$ cat src/rtl/mvp_pll_pkg.sv
// Shared state and VCO encodings for the MVP PLL switch sequencer.
// Latency: n/a (types only); backpressure: n/a.
package mvp_pll_pkg;

    typedef enum logic [2:0] {
        IDLE       = 3'd0,
        SETUP      = 3'd1,
        SWITCH_REQ = 3'd2,
        WAIT_DONE  = 3'd3,
        COMPLETE   = 3'd4
    } sw_state_t;

    localparam logic [1:0] VCO0        = 2'd0;
    localparam logic [1:0] VCO1        = 2'd1;
    localparam logic [1:0] VCO2        = 2'd2;
    localparam logic [1:0] VCO_ILLEGAL = 2'd3;

    function automatic logic vco_legal(input logic [1:0] vco);
        return vco != VCO_ILLEGAL;
    endfunction

endpackage

$ cat src/rtl/mvp_pll_switch_ctrl_if.sv
// Request, PLL status/control, CSR and status bundle of the switch sequencer.
// Latency: n/a (wires only); backpressure: req is held by the requester until ack.
interface mvp_pll_switch_ctrl_if #(
    parameter int TMO_W = 16,
    parameter int LOL_W = 8
);
    logic              req;
    logic [1:0]        req_vco;
    logic              ack;
    logic              ack_err;
    logic              busy;
    logic              pll_ready;
    logic              pll_switch_done;
    logic [1:0]        pll_vco_sel;
    logic              pll_loss_of_lock;
    logic [1:0]        core_vco_sel;
    logic              core_switch_vco;
    logic [3:0]        swi_setup_count;
    logic [TMO_W-1:0]  swi_switch_timeout;
    logic              swi_lol_clr;
    logic [LOL_W-1:0]  lol_count;
    logic [2:0]        switch_fsm_state;

    modport master (
        output req, req_vco, pll_ready, pll_switch_done, pll_vco_sel, pll_loss_of_lock,
               swi_setup_count, swi_switch_timeout, swi_lol_clr,
        input  ack, ack_err, busy, core_vco_sel, core_switch_vco, lol_count, switch_fsm_state
    );

    modport slave (
        input  req, req_vco, pll_ready, pll_switch_done, pll_vco_sel, pll_loss_of_lock,
               swi_setup_count, swi_switch_timeout, swi_lol_clr,
        output ack, ack_err, busy, core_vco_sel, core_switch_vco, lol_count, switch_fsm_state
    );

endinterface

$ cat src/rtl/mvp_pll_sat_cnt.sv
// Saturating up-counter with clear; clear wins over increment.
// Latency: 1 cycle inc/clr to output; backpressure: none.
module mvp_pll_sat_cnt #(
    parameter int W = 8
) (
    input  logic         clk,
    input  logic         rst,
    input  logic         inc_i,
    input  logic         clr_i,
    output logic [W-1:0] cnt_o
);

    localparam logic [W-1:0] ONE = {{(W-1){1'b0}}, 1'b1};

    logic [W-1:0] cnt_q;
    logic [W-1:0] cnt_d;

    always_comb begin
        cnt_d = cnt_q;
        if (clr_i) begin
            cnt_d = '0;
        end else if (inc_i && (cnt_q != '1)) begin
            cnt_d = cnt_q + ONE;
        end
    end

    always_ff @(posedge clk or posedge rst) begin
        if (rst) begin
            cnt_q <= '0;
        end else begin
            cnt_q <= cnt_d;
        end
    end

    assign cnt_o = cnt_q;

endmodule

$ cat src/rtl/mvp_pll_switch_ctrl.sv
// Sequences VCO-change requests into mvp_pll_sm and counts loss-of-lock events.
// Latency: switch asserts setup_count+1 cycles after accept; backpressure: req waits in IDLE until pll_ready.
module mvp_pll_switch_ctrl
    import mvp_pll_pkg::*;
#(
    parameter int TMO_W = 16,
    parameter int LOL_W = 8
) (
    input  logic                  clk,
    input  logic                  reset,
    mvp_pll_switch_ctrl_if.slave  bus
);

    sw_state_t        state_q, state_d;
    logic [1:0]       vco_q, vco_d;
    logic             sw_q, sw_d;
    logic [3:0]       cnt_q, cnt_d;
    logic             busy_q, busy_d;
    logic             ack_q, ack_d;
    logic             ack_err_q, ack_err_d;
    logic             tmr_inc, tmr_clr;
    logic             tmo_hit;
    logic [TMO_W-1:0] tmr_q;
    logic [LOL_W-1:0] lol_q;

    mvp_pll_sat_cnt #(.W(TMO_W)) u_tmr (
        .clk   (clk),
        .rst   (reset),
        .inc_i (tmr_inc),
        .clr_i (tmr_clr),
        .cnt_o (tmr_q)
    );

    mvp_pll_sat_cnt #(.W(LOL_W)) u_lol (
        .clk   (clk),
        .rst   (reset),
        .inc_i (bus.pll_loss_of_lock),
        .clr_i (bus.swi_lol_clr),
        .cnt_o (lol_q)
    );

    // A zero timeout disables the check; the saturated timer then just sits at max.
    assign tmo_hit = (bus.swi_switch_timeout != '0) && (tmr_q == bus.swi_switch_timeout);

    always_comb begin
        state_d   = state_q;
        vco_d     = vco_q;
        sw_d      = sw_q;
        cnt_d     = cnt_q;
        busy_d    = busy_q;
        ack_d     = 1'b0;
        ack_err_d = 1'b0;
        tmr_inc   = 1'b0;
        tmr_clr   = 1'b0;
        case (state_q)
            IDLE: begin
                if (bus.req && bus.pll_ready) begin
                    busy_d = 1'b1;
                    if (!vco_legal(bus.req_vco)) begin
                        state_d   = COMPLETE;
                        ack_d     = 1'b1;
                        ack_err_d = 1'b1;
                    end else if (bus.req_vco == bus.pll_vco_sel) begin
                        state_d = COMPLETE;
                        ack_d   = 1'b1;
                    end else begin
                        vco_d   = bus.req_vco;
                        cnt_d   = 4'd0;
                        state_d = SETUP;
                    end
                end
            end
            SETUP: begin
                if (cnt_q == bus.swi_setup_count) begin
                    sw_d    = 1'b1;
                    tmr_clr = 1'b1;
                    state_d = SWITCH_REQ;
                end else begin
                    cnt_d = cnt_q + 4'd1;
                end
            end
            SWITCH_REQ: begin
                tmr_inc = 1'b1;
                if (tmo_hit) begin
                    sw_d      = 1'b0;
                    state_d   = COMPLETE;
                    ack_d     = 1'b1;
                    ack_err_d = 1'b1;
                end else if (!bus.pll_ready) begin
                    sw_d    = 1'b0;
                    state_d = WAIT_DONE;
                end
            end
            WAIT_DONE: begin
                tmr_inc = 1'b1;
                // switch_done while still LOCKING (ready low) is not completion.
                if (tmo_hit) begin
                    sw_d      = 1'b0;
                    state_d   = COMPLETE;
                    ack_d     = 1'b1;
                    ack_err_d = 1'b1;
                end else if (bus.pll_switch_done && bus.pll_ready) begin
                    state_d = COMPLETE;
                    ack_d   = 1'b1;
                end
            end
            COMPLETE: begin
                busy_d  = 1'b0;
                state_d = IDLE;
            end
            default: begin
                sw_d    = 1'b0;
                busy_d  = 1'b0;
                state_d = IDLE;
            end
        endcase
    end

    always_ff @(posedge clk or posedge reset) begin
        if (reset) begin
            state_q   <= IDLE;
            vco_q     <= VCO0;
            sw_q      <= 1'b0;
            cnt_q     <= 4'd0;
            busy_q    <= 1'b0;
            ack_q     <= 1'b0;
            ack_err_q <= 1'b0;
        end else begin
            state_q   <= state_d;
            vco_q     <= vco_d;
            sw_q      <= sw_d;
            cnt_q     <= cnt_d;
            busy_q    <= busy_d;
            ack_q     <= ack_d;
            ack_err_q <= ack_err_d;
        end
    end

    assign bus.core_vco_sel     = vco_q;
    assign bus.core_switch_vco  = sw_q;
    assign bus.busy             = busy_q;
    assign bus.ack              = ack_q;
    assign bus.ack_err          = ack_err_q;
    assign bus.lol_count        = lol_q;
    assign bus.switch_fsm_state = state_q;

endmodule
$ cat src/flat_wrapper.sv
// flat-port wrapper written by rule: the top's interface ports become plain ports
module mvp_pll_switch_ctrl_flat import mvp_pll_pkg::*;
#(
    parameter int TMO_W = 16,
    parameter int LOL_W = 8
)
  (clk, reset, bus_req, bus_req_vco, bus_pll_ready, bus_pll_switch_done, bus_pll_vco_sel, bus_pll_loss_of_lock, bus_swi_setup_count, bus_swi_switch_timeout, bus_swi_lol_clr, bus_ack, bus_ack_err, bus_busy, bus_core_vco_sel, bus_core_switch_vco, bus_lol_count, bus_switch_fsm_state);
  mvp_pll_switch_ctrl_if #(.TMO_W(TMO_W), .LOL_W(LOL_W)) bus_i ();
  input  logic clk;
  input  logic reset;
  input wire logic [$bits(bus_i.req)-1:0] bus_req;
  input wire logic [$bits(bus_i.req_vco)-1:0] bus_req_vco;
  input wire logic [$bits(bus_i.pll_ready)-1:0] bus_pll_ready;
  input wire logic [$bits(bus_i.pll_switch_done)-1:0] bus_pll_switch_done;
  input wire logic [$bits(bus_i.pll_vco_sel)-1:0] bus_pll_vco_sel;
  input wire logic [$bits(bus_i.pll_loss_of_lock)-1:0] bus_pll_loss_of_lock;
  input wire logic [$bits(bus_i.swi_setup_count)-1:0] bus_swi_setup_count;
  input wire logic [$bits(bus_i.swi_switch_timeout)-1:0] bus_swi_switch_timeout;
  input wire logic [$bits(bus_i.swi_lol_clr)-1:0] bus_swi_lol_clr;
  output wire logic [$bits(bus_i.ack)-1:0] bus_ack;
  output wire logic [$bits(bus_i.ack_err)-1:0] bus_ack_err;
  output wire logic [$bits(bus_i.busy)-1:0] bus_busy;
  output wire logic [$bits(bus_i.core_vco_sel)-1:0] bus_core_vco_sel;
  output wire logic [$bits(bus_i.core_switch_vco)-1:0] bus_core_switch_vco;
  output wire logic [$bits(bus_i.lol_count)-1:0] bus_lol_count;
  output wire logic [$bits(bus_i.switch_fsm_state)-1:0] bus_switch_fsm_state;
  assign bus_i.req = bus_req;
  assign bus_i.req_vco = bus_req_vco;
  assign bus_i.pll_ready = bus_pll_ready;
  assign bus_i.pll_switch_done = bus_pll_switch_done;
  assign bus_i.pll_vco_sel = bus_pll_vco_sel;
  assign bus_i.pll_loss_of_lock = bus_pll_loss_of_lock;
  assign bus_i.swi_setup_count = bus_swi_setup_count;
  assign bus_i.swi_switch_timeout = bus_swi_switch_timeout;
  assign bus_i.swi_lol_clr = bus_swi_lol_clr;
  assign bus_ack = bus_i.ack;
  assign bus_ack_err = bus_i.ack_err;
  assign bus_busy = bus_i.busy;
  assign bus_core_vco_sel = bus_i.core_vco_sel;
  assign bus_core_switch_vco = bus_i.core_switch_vco;
  assign bus_lol_count = bus_i.lol_count;
  assign bus_switch_fsm_state = bus_i.switch_fsm_state;
  mvp_pll_switch_ctrl #(.TMO_W(TMO_W), .LOL_W(LOL_W)) u_core (.clk(clk), .reset(reset), .bus(bus_i));
endmodule
$ cat config.mk
export PLATFORM = sky130hd
export DESIGN_NAME = mvp_pll_switch_ctrl_flat
export DESIGN_NICKNAME = d
export VERILOG_FILES = /design/src/rtl/mvp_pll_pkg.sv /design/src/rtl/mvp_pll_switch_ctrl_if.sv /design/src/rtl/mvp_pll_sat_cnt.sv /design/src/rtl/mvp_pll_switch_ctrl.sv /design/src/flat_wrapper.sv
export SDC_FILE = /design/constraint.sdc
export NUM_CORES = 1
export LEC_CHECK = 0
export BUFFER_PORTS_ARGS = -buffer_cell sky130_fd_sc_hd__buf_2
export CORE_AREA = 2 2 74 76
export DETAILED_ROUTE_END_ITERATION = 16
export DIE_AREA = 0 0 76 78
export GPL_ROUTABILITY_DRIVEN = 0
export PLACE_DENSITY_LB_ADDON = 0.1
export SLEW_MARGIN = 20
export SYNTH_ARGS = -nofsm -noshare
export SYNTH_HDL_FRONTEND = slang
export SYNTH_SLANG_ARGS = --single-unit
export TNS_END_PERCENT = 100
$ cat constraint.sdc
create_clock -name clk -period 2.1 [get_ports clk]
set_input_delay 0.21 -clock clk [delete_from_list [all_inputs] [get_ports clk]]
set_output_delay 0.21 -clock clk [all_outputs]
set_load 0.05 [all_outputs]
== Yosys cells after proc, flatten, opt, wreduce, memory -nomap -nowiden ==
Index checks and enable logic that the tools add are counted.

* Add/sub/neg operators: 3
* Eq/ne operators: 18
* Multiplexer cells: 38
* Bitwise gates (word level): 3
* Reductions and logical operators: 18

{| class="wikitable"
|+ Operator list
! kind !! count
|-
| two-way mux 16 bit || 2
|-
| two-way mux 3 bit || 8
|-
| adder 16 x 1 -> 16 bit (second input constant) || 1
|-
| == test 16 bit || 1
|-
| two-way mux 1 bit || 16
|-
| two-way mux 4 bit || 4
|-
| two-way mux 8 bit || 2
|-
| inequality test 16 bit (second input constant) || 1
|-
| nonzero test 16 bit || 1
|-
| one-hot mux 3 bit (4 select lines) || 1
|-
| AND reduction 4 bit || 3
|-
| adder 8 x 1 -> 8 bit (second input constant) || 1
|-
| inequality test 2 x 1 -> 1 bit (second input constant) || 4
|-
| inequality test 8 bit (second input constant) || 1
|-
| one-hot mux 4 bit (2 select lines) || 1
|-
| == test 3 x 2 -> 1 bit (second input constant) || 2
|-
| inequality test 2 bit (second input constant) || 3
|-
| nonzero test 2 bit || 3
|-
| logical AND 1 bit || 5
|-
| AND reduction 5 bit || 1
|-
| adder 4 x 1 -> 4 bit (second input constant) || 1
|-
| == test 4 bit || 1
|-
| one-hot mux 1 bit (2 select lines) || 2
|-
| one-hot mux 1 bit (4 select lines) || 1
|-
| other kinds (11) || 14
|}

* Register bits after elaboration: 37
* Bits of input ports: 31
* Output and inout bits: 17
* Logic and storage cells: 89

== Depth between registers and ports, before layout ==
Gate-level depths: netlist of the first run.

* Word-level depth: 6
* Depth in mapped cells: 6
* Mapped depth without buffers: 6

== Hierarchy ==
Synthesis of the first run repeated with hierarchy kept, for this count alone.

* Cells, all modules: 261
* Area total of the unflattened synthesis: 2404.8 µm²

{| class="wikitable"
|+ Modules (own cells, without submodules)
! module !! instances !! cells an instance !! area each (µm²) !! sequential area each (µm²)
|-
| mvp_pll_switch_ctrl || 1 || 111 || 968.4 || 325.3
|-
| mvp_pll_sat_cnt (u_core.u_tmr) || 1 || 101 || 932.1 || 400.4
|-
| mvp_pll_sat_cnt (u_core.u_lol) || 1 || 49 || 504.2 || 200.2
|}

== Least setup slack after synthesis of the first run ==
OpenSTA, ideal clock, no wires.

* Path type: reg-to-reg
* Start: register u_core.u_lol.cnt_q[0], in the netlist u_core.u_lol.cnt_o[0]
* End: register u_core.u_lol.cnt_q[5], in the netlist u_core.u_lol.cnt_o[5]
* Library setup time: 0.128 ns
* Data arrival time: 1.761 ns
* Data required time: 1.972 ns
* Slack: 0.211 ns
* Stages on the path, launching flop included: 7
* Path buffers: 0
* Clock period less this slack: 1.889 ns
* Path through: dfrtp_1 ha_1 nand3_1 o21ai_1 nor3_1 xnor2_1 nor2_1

* Word-level cells in the longest chain between the ends: 3
* Elaborated cells between the ends (all ways): 6
* Those cells by class: 1 x add/sub; 1 x eq/ne; 2 x mux; 2 x reduce/logical

{| class="wikitable"
|+ Ends and longest elaborated chain
! what !! RTL line !! text
|-
| start, declared || mvp_pll_sat_cnt.sv:15 || <nowiki>logic [W-1:0] cnt_q;</nowiki>
|-
| start signal, assigned || mvp_pll_sat_cnt.sv:31 || <nowiki>cnt_q <= cnt_d;</nowiki>
|-
| adder 8 x 1 -> 8 bit / inequality test 8 bit (equally long branches) || mvp_pll_sat_cnt.sv:23, mvp_pll_sat_cnt.sv:22 ||
|-
| two-way mux 8 bit / logical AND 1 bit (equally long branches) || mvp_pll_sat_cnt.sv:22 || <nowiki>end else if (inc_i && (cnt_q != '1)) begin</nowiki>
|-
| two-way mux 8 bit / nonzero test 2 bit (equally long branches) || n/a ||
|}

Several ways; a longest one is shown, not always the timed one. The select of a mux whose other input is x is not followed.
A chain may end at the register's enable or synchronous reset.

== Worst setup path after layout of the first run ==
* Start: register u_core.state_q[2], in the netlist u_core.bus.switch_fsm_state[2]
* End: register u_core.vco_q[1], in the netlist u_core.bus.core_vco_sel[1]

* Word-level cells in the longest chain between the ends: 2

{| class="wikitable"
|+ Ends and longest elaborated chain
! what !! RTL line !! text
|-
| start, declared || mvp_pll_switch_ctrl.sv:14 || <nowiki>sw_state_t state_q, state_d;</nowiki>
|-
| start signal, assigned || mvp_pll_switch_ctrl.sv:129 || <nowiki>state_q <= state_d;</nowiki>
|-
| logical NOT 3 bit || mvp_pll_switch_ctrl.sv:55 || <nowiki>case (state_q)</nowiki>
|-
| AND reduction 4 bit (no source line) || n/a ||
|-
| end signal, assigned || mvp_pll_switch_ctrl.sv:130 || <nowiki>vco_q <= vco_d;</nowiki>
|-
| end, declared || mvp_pll_switch_ctrl.sv:15 || <nowiki>logic [1:0] vco_q, vco_d;</nowiki>
|}

No other way between the ends.

==> impl_results.md, run 1 <==
- Fmax: 0.557 GHz
- Seq/Total Area, Yosys: 41.9%
- Skew final: 0.00583 ns
- Worst-Skew Late Latency: 0.29 ns
- Met1 GRT Util: 24.6%
- Die Area: 0.00593 mm²
- RSZ-0062 raised after global routing: false
- GR Util All Layers: 17.7%
- Hold Crit Class: input port to asynchronous set/reset pin
- Area contributors post-synth: dfrtp_1 (42%), xnor2_1 (12%), nor2_1 (4.8%), xor2_1 (3.6%), nand2_1 (3.4%)
- Initial Utilization: 43.8%
- Max clock buf depth: 2
- Slew Viols, Final: 0
- Sw frac: 41.7%
- Detailed placement HPWL: 3.70 mm
- Placed Cells incl. Taps: 355
- Comb pwr share: 38.9%
- Site Rows: 26
- Clock power frac: 20.0%
- Synthesized area: 0.00221 mm²
- Initial antenna violation count: 0
- GRT overflow: 0
- Final hold viol count: 0
- Chip height: 78 µm
- Syn Nets: 273
- Critical Path Start Type: flop
- Reg clk slew, reported paths: 0.07 ns
- Synthesis Warnings: 0
- Maxcap violations: 0
- Vias in the first global route: 1727
- IO Pins: 48
- Cell-internal power: 1.88 mW
- Status: finished, final reports clean
- First-pass GRT wire length: 8.47 mm
- Static Leak: 1.16 nW
- Routed wire per std cell: 13.5 µm
- Critical path arrival: 1.97 ns
- Via count: 1857
- Slew @ Worst Pin: 0.660 ns
- Req. time, crit path: 2.28 ns
- Crit Path Class: flop to flop
- CTS Root Cell: clkbuf_8
- Critical path peak fanout: 8
- Worst slew margin: 55.6%
- Width of the chip: 76 µm
- Iteration-0 DRC Markers: 160
- Routed WL: 4.90 mm
- Finished Layout Cells: 363
- Post-synth EDFFs: 0
- Switch Pwr: 1.34 mW
- Area Growth Syn to Fin: 20.2%
- Share of the synthesized area in the top cell type: 41.9%
- Clock Sinks: 37
- H-Tree Depth: 2
- Seq pwr share: 41.2%
- #FFs+latches synth: 37
- Critical path capture point type: flop
- DRT Pass-1 Iters: 4
- Vias/cell: 5.12
- Nets: 326
- Layout cells sized above 1: 23.5%
- Crit path time final: 1.79 ns
- Final period util: 85.4%
- Setup Viol. Count Final: 0
- Mean area per synthesized cell: 9.24 µm²
- Pwr/cell area: 1210 mW/mm²
- Met2 Use GR: 26.8%
- Peak VDD IR: 722 µV
- Yosys cell types: 44
- Number of remaining DRC errors: 0
- Antenna viol nets, final: 0
- Tot Pwr: 3.22 mW
- Core area: 0.00504 mm²
- CTS Buf Count: 5
- Leading area contributor after synthesis: dfrtp_1
- Main synth FF type: dfrtp_1
- Setup repair bufs after CTS: 0
- N_diodes: 0
- FFs w/ async S/R, synth: 100%
- Met3 Resource Use GR: 4.42%
- Post-Synthesis Cells: 239
- CTS tree: built
- Largest net degree at the start of global routing: 38
- Setup TNS: 0 ns
- GRT Max-Usage Layer: met2
- IO buf count: 47
cell families after synthesis:
group | after synthesis | synth area share [%]
AOI/OAI and AO/OA | 36 | 10.2
DFF | 37 | 41.9
xor gates and xnor gates | 38 | 15.1
muxes | 9 | 4.19
and+or+nand+nor | 103 | 24.1
buffers and inverters | 13 | 2.83
adders and majority gates | 3 | 1.70
registers in the layout, indices dropped and copies added, names as in the netlist:
signal / count
u_core.bus.core_switch_vco: 1
u_core.bus.ack: 1
u_core.bus.switch_fsm_state: 3
u_core.bus.core_vco_sel: 2
u_core.cnt_q: 4
u_core.bus.busy: 1
u_core.u_lol.cnt_o: 8
u_core.u_tmr.cnt_o: 16
u_core.bus.ack_err: 1
area by class of cell:
class	instances	area, µm²
repair buffers	52	273
well taps	70	87.6
multi-input cells	189	1220
clock inverters	2	37.5
clock buffers	6	82.6
fillers	484	2390
flip-flops and latches	37	926
inverters	7	26.3
synth_stat cells, drive strengths merged (3+ instances only):
cell    number
nor3         6
xnor2       29
nand4        9
nor2        28
nor4        10
nand2b       5
nand2       20
a21oi       12
xor2         9
o21ai       10
dfrtp       37
ha           3
nand3       13
mux2i        7
inv          7
buf          5
power groups by stage:
| stage | registers (mW) | logic [mW] | clock network (mW) |
|---|---|---|---|
| 6_report | 1.32 | 1.25 | 0.642 |
| 3_5_place_dp | 1.34 | 1.26 | 0 |
| 2_1_floorplan | 1.47 | 0.780 | 0 |
| 5_1_grt | 1.37 | 1.39 | 0.701 |
| 3_3_place_gp | 1.33 | 1.25 | 0 |
| 4_1_cts | 1.33 | 1.26 | 0.665 |
placed cells by master, fill, tap and decap left out, drive strengths merged, types with 2 or more instances in the layout:
cell type / synthesis / layout
buf: 5 / 52
ha: 3 / 3
o22ai: 2 / 2
nor2: 28 / 28
or3: 2 / 2
xnor2: 29 / 29
o21bai: 2 / 2
inv: 7 / 7
o221a: 2 / 2
mux2: 2 / 2
xor2: 9 / 9
o21ai: 10 / 10
dfrtp: 37 / 37
mux2i: 7 / 7
nor4: 10 / 10
nor3: 6 / 6
clkbuf: 1 / 6
and3: 2 / 2
nand2: 20 / 20
nand4: 9 / 9
and2: 2 / 2
and4: 2 / 2
a211oi: 2 / 2
nand3: 13 / 13
nand2b: 5 / 5
a21oi: 12 / 12
path summary, 6_finish.rpt:
path | startpoint | end | slack (ns) | cells after the start
hold / removal | reset | u_core.bus.core_vco_sel[0]$_DFFE_PP0P_ | 0.01 | 3
setup / recovery | u_core.bus.switch_fsm_state[2]$_DFFE_PP0P_ | u_core.bus.core_vco_sel[1]$_DFFE_PP0P_ | 0.31 | 3
hold reg to reg | u_core.bus.busy$_DFFE_PP0P_ | u_core.bus.busy$_DFFE_PP0P_ | 0.49 | 1
min in group clk | bus_swi_lol_clr | u_core.u_lol.cnt_o[5]$_DFFE_PP0P_ | 0.18 | 2
setup reg to reg | u_core.bus.switch_fsm_state[2]$_DFFE_PP0P_ | u_core.bus.core_vco_sel[1]$_DFFE_PP0P_ | 0.31 | 3
max in group asynchronous | reset | u_core.bus.switch_fsm_state[0]$_DFFE_PP0P_ | 1.76 | 3
per-layer routing:
metal,part of all wire [%],routed length (µm)
met3,5.1,252
met5,0,0
met2,44,2170
met4,1.6,76
met1,49,2400
stage by stage:
step                      cell area, µm²  hold slack [ns]  setup WS, ns  utilization [%]
after floorplan                     2210            0.361         0.211                -
after CTS                           2650           0.0231         0.244             52.6
after global routing                2660           0.0622        0.0988             52.7
final                               2660           0.0101         0.306             52.7
after detailed placement            2530            0.345         0.255             50.2
after global placement              2530            0.345         0.273             50.2
critical path, stage by stage (launching register included):
cell,delay (ns)
dfrtp_1,0.48
nor4_1,0.47
o21ai_0,0.37
mux2_2,0.36
repair_timing:
item,CTS,global route
gates resized for setup,0,1
hold buffers,0,0
endpoints found under the setup margin,0,1
No activity file was read; power rests on OpenSTA's default activity.
==> run 2, diff against run 1 <==
--- a/config.mk
+++ b/config.mk
@@ -12,3 +12,3 @@
 export GPL_ROUTABILITY_DRIVEN = 0
-export PLACE_DENSITY_LB_ADDON = 0.1
+export PLACE_DENSITY = 0.66
 export SLEW_MARGIN = 20
==> constraint.sdc (replaced) <==
create_clock -name clk -period 2.1 [get_ports clk]
set_input_delay 0.105 -clock clk [delete_from_list [all_inputs] [get_ports clk]]
set_output_delay 0.105 -clock clk [all_outputs]
set_load 0.05 [all_outputs]
==> run 2 against run 1 <==
- sequential share of layout area increased by 0.25 points
- die area unchanged
- critical path depth increased by 3
- utilization decreased by 0.37 points
- non-clock buffer count unchanged
- routed wire length decreased by 2.0%
- final area decreased by 0.71%
- combinational power about the same
- worst setup slack got worse by 0.058 ns
- first-iteration DRC count decreased by 43%
- clock-buffer cell count increased by 1
- critical path type unchanged
- largest cell class unchanged
==> impl_results.md, run 2 (same netlist as run 1, synthesis figures left out) <==
- Status: finished, final reports clean
- Worst-Skew Late Latency: 0.29 ns
- Maxcap violations: 0
- CTS tree: built
- IO buf count: 47
- Initial antenna violation count: 0
- Req. time, crit path: 2.31 ns
- Slew @ Worst Pin: 0.640 ns
- First-pass GRT wire length: 8.64 mm
- Vias in the first global route: 1856
- Placed instance area: 0.00252 mm²
- Final period util: 88.2%
- Clock Sinks: 37
- Crit path time final: 1.85 ns
- PnR worst setup slack: 0.248 ns
- Routed WL: 4.80 mm
- Hold Crit Class: input port to flop
- Iteration-0 DRC Markers: 91
- Core area: 0.00504 mm²
- Critical-path cell list: ha_1 > nand4_1 > nor2_1 > a21oi_1 > nand2_1 > mux2i_1
- Setup Viol. Count Final: 0
- Site Rows: 26
- Final hold viol count: 0
- Fill count: 482
- Fmax: 0.540 GHz
- Setup TNS: 0 ns
- Design area: 0.00264 mm²
- Critical path peak fanout: 7
- FF-to-FF setup slack: 0.25 ns
- Die Area: 0.00593 mm²
- Max stage delay on crit path: 0.46 ns
- Pwr/cell area: 1180 mW/mm²
- Critical Path Start Type: flop
- DRT Pass-1 Iters: 4
- Family with the most delay on the worst path: simple AND/OR/NAND/NOR gates
- Critical path arrival: 2.06 ns
- CTS Root Cell: clkbuf_8
- Skew final: 0.00582 ns
- GRT overflow: 0
- Buf+Inv Stages, Crit Path: 0
- Max FFs per register: 16
- Via count: 1877
- Largest net degree at the start of global routing: 38
- Setup repair bufs after CTS: 0
- Layout cells sized above 1: 22.9%
- Worst reg-to-reg path cell count: 6
- Routed wire per std cell: 13.2 µm
- Vias/cell: 5.17
- Peak VDD IR: 984 µV
- Chip height: 78 µm
- Most common cell after layout, fill and taps aside: buf_2
- Max clock buf depth: 2
- Slew Viols, Final: 0
- GR Util All Layers: 17.8%
- Min-Delay Path Depth: 2
- Worst slew margin: 56.9%
- CTS Buf Count: 5
- Nets: 326
- Area Growth Syn to Fin: 19.4%
- Detailed placement HPWL: 3.63 mm
- Critical path depth: 6
- H-Tree Depth: 2
- Antenna viol nets, final: 0
- CP max-delay cell: dfrtp_1
- Initial Utilization: 43.8%
- Place WS: 0.224 ns
- N_diodes: 0
- Static Leak: 1.16 nW
- # resized after CTS: 0
- Number of remaining DRC errors: 0
- Width of the chip: 76 µm
- IO Pins: 48
- RSZ-0062 raised after global routing: false
- Reg clk slew, reported paths: 0.07 ns
- Crit Path Class: flop to flop
- Most frequent cells in the layout: buf_2 (47), dfrtp_1 (37), xnor2_1 (29)
- Critical path capture point type: flop
[run 2: path summary, 6_finish.rpt]
kind                                              startpoint                                end
max                        u_core.u_tmr.cnt_o[0]$_DFFE_PP0P_  u_core.u_tmr.cnt_o[6]$_DFFE_PP0P_
min                                          bus_swi_lol_clr  u_core.u_lol.cnt_o[3]$_DFFE_PP0P_
max reg2reg                u_core.u_tmr.cnt_o[0]$_DFFE_PP0P_  u_core.u_tmr.cnt_o[6]$_DFFE_PP0P_
min reg2reg                      u_core.bus.busy$_DFFE_PP0P_        u_core.bus.busy$_DFFE_PP0P_
max in group asynchronous                              reset  u_core.u_tmr.cnt_o[0]$_DFFE_PP0P_
min in group asynchronous                              reset  u_core.u_tmr.cnt_o[9]$_DFFE_PP0P_
[run 2: repair_timing]
item,4_1_cts,5_1_grt
hold buffers,1,0
hold endpoints to repair,37,0
setup endpoints to repair,0,0
[run 2: power by group]
part / switching [mW] / internal, mW
clock: 0.247 / 0.297
sequential: 0.361 / 0.969
combinational: 0.730 / 0.515
[run 2: per-stage QoR]
step | cells | hold slack, ns | power, mW | utilization, %
floorplan | 239 | 0.256 | 2.25 | -
global placement | 354 | 0.241 | 2.57 | 50.1
detailed placement | 354 | 0.241 | 2.59 | 50.1
CTS | 363 | 0.0809 | 3.15 | 52.3
global route | 363 | 0.0857 | 3.38 | 52.3
finish | 363 | 0.0848 | 3.12 | 52.3
[run 2: routing by layer]
metal / track usage (%) / part of all wire (%) / wire [µm] / vias up
li1: - / - / - / 949
met1: 24.4 / 50 / 2380 / 873
met2: 27.9 / 44 / 2130 / 50
met3: 3.72 / 5.0 / 241 / 5
met4: 6.36 / 1.1 / 51 / 0
met5: 0 / 0 / 0 / -
[run 2: cell type report]
type / instances / area [µm²] / area share [%]
clock buffer: 7 / 96.3 / 3.65
clock inverter: 1 / 5.00 / 0.190
inverter: 7 / 26.3 / 0.997
multi-input combinational: 189 / 1220 / 46.3
sequential: 37 / 926 / 35.1
tap: 70 / 87.6 / 3.32
timing repair buffer: 52 / 275 / 10.4
==> run 3, diff against run 2 <==
Settings changed: REMOVE_ABC_BUFFERS set to 1.
==> run 3 against run 2 <==
- via count increased by 0.91%
- first-iteration DRC count increased by 40%
- die area unchanged
- worst hold slack got worse by 0.0074 ns
- critical endpoint is now u_core.u_tmr.cnt_o[4]$_DFFE_PP0P_
- clock-buffer cell count decreased by 1
- worst setup slack improved by 0.093 ns
- utilization decreased by 0.17 points
- sequential share of layout area increased by 0.12 points
- cell count increased by 0.28%
- largest power group unchanged
- power decreased by 2.3%
- clock skew increased by 0.0032 ns
==> impl_results.md, run 3 (same netlist as run 1, synthesis figures left out) <==
- RSZ-0062 raised after global routing: false
- Core area: 0.00504 mm²
- Reg-to-reg startpoint: u_core.u_tmr.cnt_o[1]$_DFFE_PP0P_
- Buf+Inv Stages, Crit Path: 0
- Family with the most delay on the worst path: simple AND/OR/NAND/NOR gates
- Nets: 327
- N_diodes: 0
- IO Pins: 48
- Largest net degree at the start of global routing: 38
- Static Leak: 1.15 nW
- Critical path arrival: 1.98 ns
- Most common cell after layout, fill and taps aside: buf_2
- FF-to-FF setup slack: 0.34 ns
- Die Area: 0.00593 mm²
- Critical path peak fanout: 7
- Worst slew margin: 52.8%
- CP max-delay cell: dfrtp_1
- Width of the chip: 76 µm
- Critical path depth: 6
- Slew @ Worst Pin: 0.700 ns
- Worst reg-to-reg path cell count: 6
- CTS tree: built
- Worst-Skew Late Latency: 0.29 ns
- Reg-to-reg endpoint: u_core.u_tmr.cnt_o[4]$_DFFE_PP0P_
- Area Growth Syn to Fin: 19.0%
- DRT Pass-1 Iters: 4
- Met3 Routed Length: 234 µm
- Antenna viol nets, final: 0
- Final hold viol count: 0
- GR Util All Layers: 17.2%
- Slew Viols, Final: 0
- Maxcap violations: 0
- GRT overflow: 0
- Layout cells sized above 1: 23.1%
- Final period util: 83.8%
- Finished Layout Cells: 364
- Crit Path Class: flop to flop
- Setup Viol. Count Final: 0
- Vias in the first global route: 1756
- Reg clk slew, reported paths: 0.07 ns
- First-pass GRT wire length: 8.15 mm
- Post-layout util: 52.1%
- Clock Sinks: 37
- Vias/cell: 5.20
- Number of remaining DRC errors: 0
- Hold Crit Class: input port to flop
- Max FFs per register: 16
- Max stage delay on crit path: 0.47 ns
- CTS Buf Count: 5
- Routed WL: 4.74 mm
- Routed wire per std cell: 13.0 µm
- Skew final: 0.00906 ns
- Setup TNS: 0 ns
- Initial antenna violation count: 0
- Met1 WL: 2.33 mm
- Crit. Startpoint: u_core.u_tmr.cnt_o[1]$_DFFE_PP0P_
- Most frequent cells in the layout: buf_2 (47), dfrtp_1 (37), xnor2_1 (29)
- Chip height: 78 µm
- CP Capture Point: u_core.u_tmr.cnt_o[4]$_DFFE_PP0P_
- CTS Root Cell: clkbuf_8
- Via count: 1894
- IO buf count: 47
- Peak VDD IR: 763 µV
- DR top layer: met4
- Max clock buf depth: 2
- H-Tree Depth: 2
- Critical Path Start Type: flop
- Critical path capture point type: flop
- Iteration-0 DRC Markers: 127
- Placed Cells incl. Taps: 355
- WL met2: 2.10 mm
- Setup repair bufs after CTS: 0
- Req. time, crit path: 2.32 ns
- Detailed placement HPWL: 3.54 mm
- Crit path time final: 1.76 ns
- Critical-path cell list: ha_1 > nand4_1 > nor2_2 > a21oi_1 > nand3_1 > mux2i_1
- Pwr/cell area: 1160 mW/mm²
- Status: finished, final reports clean
- Site Rows: 26
- Fmax: 0.569 GHz
- Initial Utilization: 43.8%
==> run 3: changes by cell type in the layout (fill, tap and decap cells not counted) <==
cell / previous run / this run
clkinv_2: 1 / 2
buf_4: 4 / 5
clkbuf_1: 0 / 1
clkbuf_8: 7 / 5
nor2_2: 0 / 1
nor2_1: 28 / 27
==> run 3: per-stage QoR <==
step	hold WS, ns	total power, mW	setup WS, ns	cell area (µm²)
6_report	0.0774	3.05	0.341	2630
3_5_place_dp	0.243	2.58	0.232	2530
5_1_grt	0.0776	3.29	0.137	2630
4_1_cts	0.0637	3.08	0.222	2630
3_3_place_gp	0.242	2.57	0.277	2530
2_1_floorplan	0.168	2.22	0.212	2170
==> run 3: area by class of cell <==
cell class,instances,area [µm²]
Clock buffer,6,72.6
Clock inverter,2,10.0
Fill cell,490,2410
Inverter,7,26.3
Multi-Input combinational cell,189,1220
Sequential cell,37,926
Tap cell,70,87.6
Timing Repair Buffer,53,283
==> run 3: worst min-delay path by stage <==
stage / slack (ns) / cells after the start / start / end
4_1_cts: 0.06 / 2 / bus_swi_lol_clr / u_core.u_lol.cnt_o[3]$_DFFE_PP0P_
3_5_place_dp: 0.24 / 3 / reset / u_core.u_lol.cnt_o[1]$_DFFE_PP0P_
2_1_floorplan: 0.17 / 1 / bus_swi_lol_clr / u_core.u_lol.cnt_o[3]$_DFFE_PP0P_
5_1_grt: 0.08 / 2 / bus_swi_lol_clr / u_core.u_lol.cnt_o[4]$_DFFE_PP0P_
6_report: 0.08 / 2 / bus_swi_lol_clr / u_core.u_lol.cnt_o[3]$_DFFE_PP0P_
3_3_place_gp: 0.24 / 3 / reset / u_core.u_lol.cnt_o[1]$_DFFE_PP0P_
==> run 3: power breakdown <==
part / switching [mW] / internal, mW / total, mW
clock: 0.253 / 0.230 / 0.483
sequential: 0.365 / 0.968 / 1.33
combinational: 0.710 / 0.520 / 1.23
total: 1.33 / 1.72 / 3.05
==> run 3: metal layers <==
| metal | GRT usage (%) | up-vias |
|---|---|---|
| li1 | - | 951 |
| met1 | 23.3 | 888 |
| met2 | 26.9 | 49 |
| met3 | 3.84 | 6 |
| met4 | 6.55 | 0 |
| met5 | 0 | - |
==> run 3: what timing repair did <==
item                                    in CTS  in global routing
hold buffers                                 1                  0
endpoints found under the setup margin       0                  1
hold endpoints to repair                    37                  0
gates resized for setup                      0                  1
==> run 3: worst register-to-register path: stages, from the launching register on <==
cell	delay, ns
dfrtp_1	0.47
ha_1	0.27
nand4_1	0.19
nor2_2	0.29
a21oi_1	0.17
nand3_1	0.13
mux2i_1	0.18
